<file path="src/rtl/ripple8_mpadd_ctrl_pkg.sv">
// Shared types and constants for the byte-serial multi-precision adder.
// Holds the controller state encoding and the byte-index width helper.
package ripple8_mpadd_ctrl_pkg;

  localparam int BYTE_W = 8;

  typedef enum logic [1:0] {
    IDLE = 2'd0,
    RUN  = 2'd1,
    DONE = 2'd2
  } state_e;

  // A one-bit index still covers the two-byte case, where $clog2 would give 1 anyway.
  function automatic int idx_width(input int nbytes);
    return (nbytes <= 2) ? 1 : $clog2(nbytes);
  endfunction

endpackage

</file>
<file path="src/rtl/ripple8_mpadd_ctrl_ripple8.sv">
// Purely combinational 8-bit ripple-carry adder, one full adder per bit.
// No state and no flow control; the controller owns all sequencing.
module ripple8
  import ripple8_mpadd_ctrl_pkg::*;
(
  input  logic [BYTE_W-1:0] i_a,
  input  logic [BYTE_W-1:0] i_b,
  input  logic              i_ci,
  output logic [BYTE_W-1:0] o_s,
  output logic              o_co
);

  logic [BYTE_W:0] w_c;

  assign w_c[0] = i_ci;

  for (genvar g = 0; g < BYTE_W; g++) begin : g_fa
    assign o_s[g]   = i_a[g] ^ i_b[g] ^ w_c[g];
    assign w_c[g+1] = (i_a[g] & i_b[g]) | (w_c[g] & (i_a[g] ^ i_b[g]));
  end

  assign o_co = w_c[BYTE_W];

endmodule

</file>
<file path="src/rtl/ripple8_mpadd_ctrl.sv">
// Multi-precision add/subtract: one byte per cycle through a shared ripple8, LSB first.
// Result held in DONE until consumed; no new request is accepted until then.
module ripple8_mpadd_ctrl
  import ripple8_mpadd_ctrl_pkg::*;
#(
  parameter int NBYTES = 4
) (
  input  logic                     clk,
  input  logic                     rst_n,
  input  logic                     in_valid,
  output logic                     in_ready,
  input  logic [BYTE_W*NBYTES-1:0] in_a,
  input  logic [BYTE_W*NBYTES-1:0] in_b,
  input  logic                     in_sub,
  input  logic                     in_cin,
  output logic                     out_valid,
  input  logic                     out_ready,
  output logic [BYTE_W*NBYTES-1:0] out_sum,
  output logic                     out_co,
  output logic                     out_ovf
);

  localparam int W     = BYTE_W * NBYTES;
  localparam int IDX_W = idx_width(NBYTES);
  localparam logic [IDX_W-1:0] LAST_IDX = IDX_W'(NBYTES - 1);

  state_e            r_state;
  state_e            w_state_nxt;
  logic [W-1:0]      r_a;
  logic [W-1:0]      r_b;
  logic [W-1:0]      r_sum;
  logic [IDX_W-1:0]  r_idx;
  logic              r_carry;
  logic              r_co;
  logic              r_ovf;

  logic              w_accept;
  logic              w_step;
  logic              w_last;
  logic [BYTE_W-1:0] w_a_byte;
  logic [BYTE_W-1:0] w_b_byte;
  logic [BYTE_W-1:0] w_s;
  logic              w_co;

  assign w_a_byte = r_a[BYTE_W*r_idx +: BYTE_W];
  assign w_b_byte = r_b[BYTE_W*r_idx +: BYTE_W];

  ripple8 u_ripple8 (
    .i_a  (w_a_byte),
    .i_b  (w_b_byte),
    .i_ci (r_carry),
    .o_s  (w_s),
    .o_co (w_co)
  );

  always_ff @(posedge clk or negedge rst_n) begin
    if (!rst_n) begin
      r_state <= IDLE;
    end else begin
      r_state <= w_state_nxt;
    end
  end

  always_comb begin
    w_state_nxt = r_state;
    w_accept    = 1'b0;
    w_step      = 1'b0;
    w_last      = (r_idx == LAST_IDX);
    case (r_state)
      IDLE: begin
        if (in_valid) begin
          w_accept    = 1'b1;
          w_state_nxt = RUN;
        end
      end
      RUN: begin
        w_step = 1'b1;
        if (w_last) begin
          w_state_nxt = DONE;
        end
      end
      DONE: begin
        if (out_ready) begin
          w_state_nxt = IDLE;
        end
      end
      default: w_state_nxt = IDLE;
    endcase
  end

  // Subtract is A + ~B + 1, so the inversion and forced carry happen at accept time.
  always_ff @(posedge clk or negedge rst_n) begin
    if (!rst_n) begin
      r_a     <= '0;
      r_b     <= '0;
      r_sum   <= '0;
      r_idx   <= '0;
      r_carry <= 1'b0;
      r_co    <= 1'b0;
      r_ovf   <= 1'b0;
    end else if (w_accept) begin
      r_a     <= in_a;
      r_b     <= in_sub ? ~in_b : in_b;
      r_carry <= in_sub | in_cin;
      r_idx   <= '0;
    end else if (w_step) begin
      r_sum[BYTE_W*r_idx +: BYTE_W] <= w_s;
      r_carry <= w_co;
      if (w_last) begin
        r_idx <= '0;
        r_co  <= w_co;
        r_ovf <= (r_a[W-1] == r_b[W-1]) & (w_s[BYTE_W-1] != r_a[W-1]);
      end else begin
        r_idx <= r_idx + IDX_W'(1);
      end
    end
  end

  assign in_ready  = (r_state == IDLE);
  assign out_valid = (r_state == DONE);
  assign out_sum   = r_sum;
  assign out_co    = r_co;
  assign out_ovf   = r_ovf;

endmodule
</file>
<file path="config.mk">
export PLATFORM = sky130hd
export DESIGN_NAME = ripple8_mpadd_ctrl
export DESIGN_NICKNAME = d
export VERILOG_FILES = /design/src/rtl/ripple8_mpadd_ctrl_pkg.sv /design/src/rtl/ripple8_mpadd_ctrl_ripple8.sv /design/src/rtl/ripple8_mpadd_ctrl.sv
export SDC_FILE = /design/constraint.sdc
export NUM_CORES = 1
export LEC_CHECK = 0
export ABC_AREA = 1
export ABC_CLOCK_PERIOD_IN_PS = 5100
export BUFFER_PORTS_ARGS = -buffer_cell sky130_fd_sc_hd__buf_2
export CAP_MARGIN = 20
export CORE_MARGIN = 8
export CORE_UTILIZATION = 55
export DETAILED_ROUTE_END_ITERATION = 10
export PLACE_DENSITY = 0.79
export SYNTH_ARGS = -nofsm -noshare
export SYNTH_HDL_FRONTEND = slang
export SYNTH_HIERARCHICAL = 1
export SYNTH_SLANG_ARGS = --single-unit
export TNS_END_PERCENT = 5
</file>
<file path="constraint.sdc">
create_clock -name clk -period 5.1 [get_ports clk]
set_input_delay 0.51 -clock clk [delete_from_list [all_inputs] [get_ports clk]]
set_output_delay 0.51 -clock clk [all_outputs]
set_load 0.01 [all_outputs]
</file>
After elaboration in Yosys (flattened, before gate mapping)
Cells that the tools add are included.
{"block": "word_totals", "regBits": 103, "inputBits": 70, "out_inout_bits": 36, "word_cells": 85}
{"block": "op_classes", "addsub": 2, "eq_ne": 8, "n_shift": 4, "n_mux": 14, "bitwise_logic": 44, "reduce_logical": 5}
{"operator": "$shiftx A32 B6 Y8", "count": 2}
{"operator": "$neg A5 Y34", "count": 1}
{"operator": "$shift A8 B34 Y32 const A", "count": 1}
{"operator": "$shiftx A8 B34 Y32", "count": 1}
{"operator": "$bwmux W32", "count": 1}
{"operator": "$mux W32", "count": 1}
{"operator": "$not A32 Y32", "count": 1}
{"operator": "$and A1 B1 Y1", "count": 17}
{"operator": "$xor A1 B1 Y1", "count": 16}
{"operator": "$mux W2", "count": 6}
{"operator": "$or A1 B1 Y1", "count": 9}
{"operator": "$pmux W2 S3", "count": 1}
{"operator": "$reduce_and A3 Y1", "count": 2}
{"operator": "$mux W1", "count": 5}
{"operator": "$eq A2 B2 Y1 const B", "count": 2}
{"operator": "$ne A2 B2 Y1 const B", "count": 2}
{"operator": "$add A2 B1 Y2 const B", "count": 1}
{"operator": "$eq A2 B1 Y1 const B", "count": 1}
{"operator": "$logic_not A2 Y1", "count": 1}
{"operator": "$ne A2 B1 Y1 const B", "count": 1}
{"operator": "$reduce_and A2 Y1", "count": 1}
{"operator": "$reduce_bool A2 Y1", "count": 1}
{"operator": "$eq A1 B1 Y1", "count": 1}
{"operator": "$ne A1 B1 Y1", "count": 1}
{"operator": "$not A1 Y1", "count": 1}

Depth between registers and ports, before layout
{"block": "logic_depth", "depth_word": 20, "depth_mapped": 23}

Cells and area by module
Netlist, hierarchy kept.
{"mod": "ripple8_mpadd_ctrl", "instances": 1, "cells_per_inst": 608, "area_per_inst_um2": 5036.1}
{"mod": "ripple8", "instances": 1, "cells_per_inst": 18, "area_per_inst_um2": 197.7}

Least setup slack after synthesis
No wires, ideal clock.
{"block": "synth_timing", "kind": "reg2reg", "startpoint": "register r_idx[0]", "endpoint": "register r_sum[15] (netlist: out_sum[15])", "setup_ps": 65, "arrival_time_ps": 4532, "setup_slack_ps": 503, "path_stages_with_launch": 22, "synth_period_minus_slack_ps": 4597, "cell_sequence": "dfrtp_1 -> inv_2 -> clkbuf_1 -> nand2_1 -> o211ai_1 -> nand2_1 -> fa_1 -> inv_1 -> fa_1 -> inv_1 -> fa_1 -> fa_1 -> fa_1 -> fa_1 -> fa_1 -> inv_1 -> fa_1 -> inv_1 -> inv_1 -> nor3_1 -> nand2_1 -> nand2_1"}
{"block": "synth_between", "elab_chain_cells": 19, "elab_cells_between_ends": 43, "classes_between": "add/sub (1); shift (4); mux (1); bitwise (37)"}
{"item": "start: declaration", "line": "ripple8_mpadd_ctrl.sv:32", "rtl": "logic [IDX_W-1:0] r_idx;"}
{"item": "start signal: assignment", "line": "ripple8_mpadd_ctrl.sv:114", "rtl": "r_idx <= r_idx + IDX_W'(1);"}
{"item": "$shiftx A32 B6 Y8 (*)", "line": "ripple8_mpadd_ctrl.sv:45", "rtl": "assign w_a_byte = r_a[BYTE_W*r_idx +: BYTE_W];"}
{"item": "net w_a_byte[0]", "line": "ripple8_mpadd_ctrl.sv:40", "rtl": "logic [BYTE_W-1:0] w_a_byte;"}
{"item": "$xor A1 B1 Y1", "line": "ripple8_mpadd_ctrl_ripple8.sv:19", "rtl": "assign w_c[g+1] = (i_a[g] & i_b[g]) | (w_c[g] & (i_a[g] ^ i_b[g]));"}
{"item": "$and A1 B1 Y1", "line": "ripple8_mpadd_ctrl_ripple8.sv:19"}
{"item": "$or A1 B1 Y1 (*)", "line": "ripple8_mpadd_ctrl_ripple8.sv:19"}
{"item": "$and A1 B1 Y1 (*)", "line": "ripple8_mpadd_ctrl_ripple8.sv:19"}
{"item": "$or A1 B1 Y1 (*)", "line": "ripple8_mpadd_ctrl_ripple8.sv:19"}
{"item": "$and A1 B1 Y1 (*)", "line": "ripple8_mpadd_ctrl_ripple8.sv:19"}
{"item": "[5 not listed]"}
{"item": "$and A1 B1 Y1 (*)", "line": "ripple8_mpadd_ctrl_ripple8.sv:19"}
{"item": "$or A1 B1 Y1 (*)", "line": "ripple8_mpadd_ctrl_ripple8.sv:19"}
{"item": "$and A1 B1 Y1 (*)", "line": "ripple8_mpadd_ctrl_ripple8.sv:19"}
{"item": "$or A1 B1 Y1 (*)", "line": "ripple8_mpadd_ctrl_ripple8.sv:19"}
{"item": "$xor A1 B1 Y1 (*)", "line": "ripple8_mpadd_ctrl_ripple8.sv:18", "rtl": "assign o_s[g] = i_a[g] ^ i_b[g] ^ w_c[g];"}
{"item": "net w_s[7]", "line": "ripple8_mpadd_ctrl.sv:42", "rtl": "logic [BYTE_W-1:0] w_s;"}
{"item": "$shiftx A8 B34 Y32 (*)", "line": "ripple8_mpadd_ctrl.sv:107", "rtl": "r_sum[BYTE_W*r_idx +: BYTE_W] <= w_s;"}
{"item": "$bwmux W32 (*)", "line": "ripple8_mpadd_ctrl.sv:107"}
{"item": "end signal: indexed assignment", "line": "ripple8_mpadd_ctrl.sv:107"}
{"item": "end: declaration", "line": "ripple8_mpadd_ctrl.sv:31", "rtl": "logic [W-1:0] r_sum;"}
Mark *: on every way through the listed nets, which the timed path passes. The rest lies on a longest branch.
A chain may end at the register's enable or synchronous reset.

Final worst setup path
{"block": "layout_timing", "startpoint": "register r_idx[0]", "endpoint": "register r_sum[31] (netlist: out_sum[31])"}
The elaborated chain is that of the path after synthesis.

==> results_dict.tcl <==
set metrics [dict create \
    asyncSetResetFlopFracSynth_pct 100 \
    clkSinkCount 103 \
    cpMaxStageDelayCell "sky130_fd_sc_hd__dfrtp_2" \
    nets 800 \
    dpl_worst_slack_ns 0.292 \
    detailroute.via_count 4287 \
    yosys_warnings 6 \
    timing.fmax_ghz 0.211 \
    data_arrival_at_the_endpoint_of_the_critical_path_ns 5.05 \
    final.setup.worst_slack_ns 0.360 \
    cts_tree "done" \
    number_of_global_route_vias_before_repair 4211 \
    timing_worst_slew_pin_value_ns 0.884 \
    drt-vias-per-instance 5.05 \
    final.min_clock_period_ns 4.74 \
    floorplan.initialDensity_pct 56.6 \
    synth_compound_gate_area_share_pct 8.46 \
    synth_xor_xnor_area_share_pct 5.36 \
    rsz_0062_raised_after_global_routing "false" \
    crit_path_frequent_cell "sky130_fd_sc_hd__fa_1" \
    cp_top_family "adder cells" \
    ys_seq_elements 103 \
    largest_family_of_logic_cells_by_synthesized_area "simple AND/OR/NAND/NOR gates" \
    synth-simple-area-share_pct 25.5 \
    synth_largest_type_area_fraction_pct 49.2 \
    cap_viol_max_count 0 \
    clock_latency_ns 0.36 \
    slew-limit-headroom_pct 41.0 \
    fill_cells 805 \
    critical_path_depth 21 \
    finalSetupViolCount 0 \
    cell_types_occupying_the_most_area_after_synthesis "sky130_fd_sc_hd__dfrtp_1 49%, sky130_fd_sc_hd__nand2_1 17%, sky130_fd_sc_hd__xnor2_1 5.4%, sky130_fd_sc_hd__fa_1 3.1%, sky130_fd_sc_hd__inv_1 3.0%" \
    crit_type "flip-flop to flip-flop" \
    post_synth_instance_area_sq_um 5230 \
    ff2ff_path_depth 21 \
    fin_skew_ns 0.00788 \
    port_buffers 105 \
    cts.path.max_buffers 2 \
    ctsRootBufferMaster "sky130_fd_sc_hd__clkbuf_8" \
    grt_pass1_wl_um 20100 \
    final-hold-violation-count 0 \
    top_count_cell_post_synth "sky130_fd_sc_hd__nand2_1" \
    cts.htree.levels 3 \
    globalplace.congestion 0.842 \
    drcViolationCount 0 \
    ff2ff_setup_slack_ns 0.36 \
    start_kind "flip-flop" \
    grt.overflow.total 0 \
    die_height_um 114 \
    dieArea_sq_um 12900 \
    cts_hold_buffers 0 \
    totalNegativeSetupSlack_ns 0 \
    final_standard_cell_utilization_of_the_core_pct 65.1 \
    syn2layout_area_growth_pct 14.9 \
    total_nets_after_synthesis 710 \
    syn_avg_cell_area_sq_um 8.36 \
    detail_route.iter0.violations 272 \
    row_count 35 \
    layout_worst_path_cycle_share_pct 92.9 \
    pin_count 106 \
    cell_pwr_density_nw_per_um2 671 \
    synth_ff_type "sky130_fd_sc_hd__dfrtp_1" \
    synth_fa_ha_area_share_pct 4.49 \
    synthCells 626 \
    clkSlewWorstSetupHoldPaths_ns 0.09 \
    dp.final_hpwl_um 9010 \
    worst_ir_drop_on_vdd_mv 0.301 \
    r2r-start "r_idx[0]$_DFFE_PN0P_" \
    yosysSeqAreaShare_pct 49.2 \
    worst-path-max-fanout 13 \
    dr.pass1.iters 5 \
    number_of_buffers_and_inverters_on_the_critical_path 6 \
    cpPeakStageDelay_ns 0.49 \
    combined_area_of_the_multi_input_logic_cells_sq_um 2290 \
    most_numerous_cell_types_in_the_synthesized_netlist "233 x sky130_fd_sc_hd__nand2_1, 103 x sky130_fd_sc_hd__dfrtp_1, 42 x sky130_fd_sc_hd__inv_1, 42 x sky130_fd_sc_hd__nor2_1, 32 x sky130_fd_sc_hd__xnor2_1" \
    globalRouteTotalUtil_pct 19.3 \
    synth_enable_flop_cells 0 \
    hold_class "primary input to asynchronous set/reset pin" \
    path_cells "inv_2 -> nor2_1 -> nor2_1 -> o21ai_0 -> nand2_1 -> fa_1 -> inv_1 -> fa_1 -> inv_1 -> fa_1 -> fa_1 -> fa_1 -> fa_1 -> fa_1 -> inv_1 -> fa_1 -> inv_1 -> inv_1 -> nor3_1 -> nand2_1 -> nand2_1" \
    detail-route-antenna-nets 0 \
    detailed_route_wl_um 12200 \
    power.static_leakage_nw 3.26 \
    crit_start "r_idx[0]$_DFFE_PN0P_" \
    antenna_found_initial 0 \
    drive_above_1_share_pct 19.6 \
    avgRoutedWirePerCell_um 14.4 \
    final-seq-area_sq_um 2580 \
    ys_types 24 \
    die_span_x_um 114 \
    critPathCaptureType "flip-flop" \
    numCtsBuffers 9 \
    muxShareOfSynthArea_pct 0 \
    slew_violations 0 \
    antenna-diode-count 0 \
    std_cell_core_area_sq_um 9240 \
    grt_max_degree 69 \
    netlist.top_cell.by_area "sky130_fd_sc_hd__dfrtp_1" \
    status "finished, final reports clean" \
    worstPathRequired_ns 5.41 \
]
[through the flow]
stage | std cells | power (mW) | cell area [sq um] | hold slack [ns]
final | 849 | 4.03 | 6010 | 0.0956
after detailed placement | 833 | 3.48 | 5780 | 0.460
after global routing | 849 | 4.40 | 6010 | 0.116
after floorplan | 626 | 2.88 | 5230 | 0.214
after CTS | 848 | 4.03 | 5990 | 0.106
after global placement | 833 | 3.41 | 5780 | 0.456
[flip-flops by register name, indices dropped and copies added, names as in the netlist]
signal	flops
out_ovf	1
out_co	1
out_sum	32
r_b	32
r_carry	1
r_idx	2
r_state	2
r_a	32
[logic make-up (layout without fill, tap and decap cells)]
group | Yosys count | count (layout)
flops | 103 | 103
simple gates | 323 | 323
xor+xnor | 32 | 32
compound gates | 76 | 76
fa+ha+maj | 14 | 14
buf+inv | 78 | 172
[area by class of cell]
cell class	count	share of cell area (%)
Clock inverter	2	0.624
Inverter	44	2.75
Clock buffer	13	2.97
Tap cell	129	2.68
Sequential cell	103	42.9
Multi-Input combinational cell	445	38.1
Timing Repair Buffer	113	9.99
[placed cells by master, fill, tap and decap left out, types with 2 or more instances in the layout]
cell / instances
sky130_fd_sc_hd__o21ai_0: 26
sky130_fd_sc_hd__o21ai_1: 25
sky130_fd_sc_hd__fa_1: 8
sky130_fd_sc_hd__ha_1: 6
sky130_fd_sc_hd__buf_4: 8
sky130_fd_sc_hd__xnor2_1: 32
sky130_fd_sc_hd__buf_2: 104
sky130_fd_sc_hd__nor2_4: 4
sky130_fd_sc_hd__o211ai_1: 16
sky130_fd_sc_hd__nand2_1: 233
sky130_fd_sc_hd__o21a_1: 8
sky130_fd_sc_hd__inv_1: 42
sky130_fd_sc_hd__clkbuf_8: 13
sky130_fd_sc_hd__nor3_1: 8
sky130_fd_sc_hd__nand3_1: 30
sky130_fd_sc_hd__dfrtp_1: 102
sky130_fd_sc_hd__inv_2: 2
sky130_fd_sc_hd__nand3_2: 4
sky130_fd_sc_hd__nor2_1: 42
[report_power, final]
group / switching [mW] / internal (mW) / leakage (nW) / total (mW)
clock network: 0.271 / 0.278 / 0.108 / 0.549
logic: 1.34 / 0.745 / 1.84 / 2.08
registers: 0.235 / 1.17 / 1.31 / 1.40
total: 1.84 / 2.19 / 3.26 / 4.03
[worst paths after layout]
check,to
hold / removal,out_sum[25]$_DFFE_PN0P_
hold reg to reg,r_a[4]$_DFFE_PN0P_
min in group clk,r_state[1]$_DFFE_PN0P_
setup reg to reg,out_sum[31]$_DFFE_PN0P_
setup / recovery,out_sum[31]$_DFFE_PN0P_
max in group asynchronous,r_idx[0]$_DFFE_PN0P_
[timing repair]
| action | in CTS | in global routing |
|---|---|---|
| setup buffers | 0 | 0 |
| endpoints found under the setup margin | 0 | 2 |
| resized for setup | 0 | 1 |
[routing by layer]
metal,up-vias,part of all wire (%),global-route usage [%]
met3,16,5.8,4.33
met5,-,0,0
met4,0,2.0,7.90
met1,2017,45,24.6
li1,2132,-,-
met2,122,47,31.0
No activity file was read; power rests on OpenSTA's default activity.
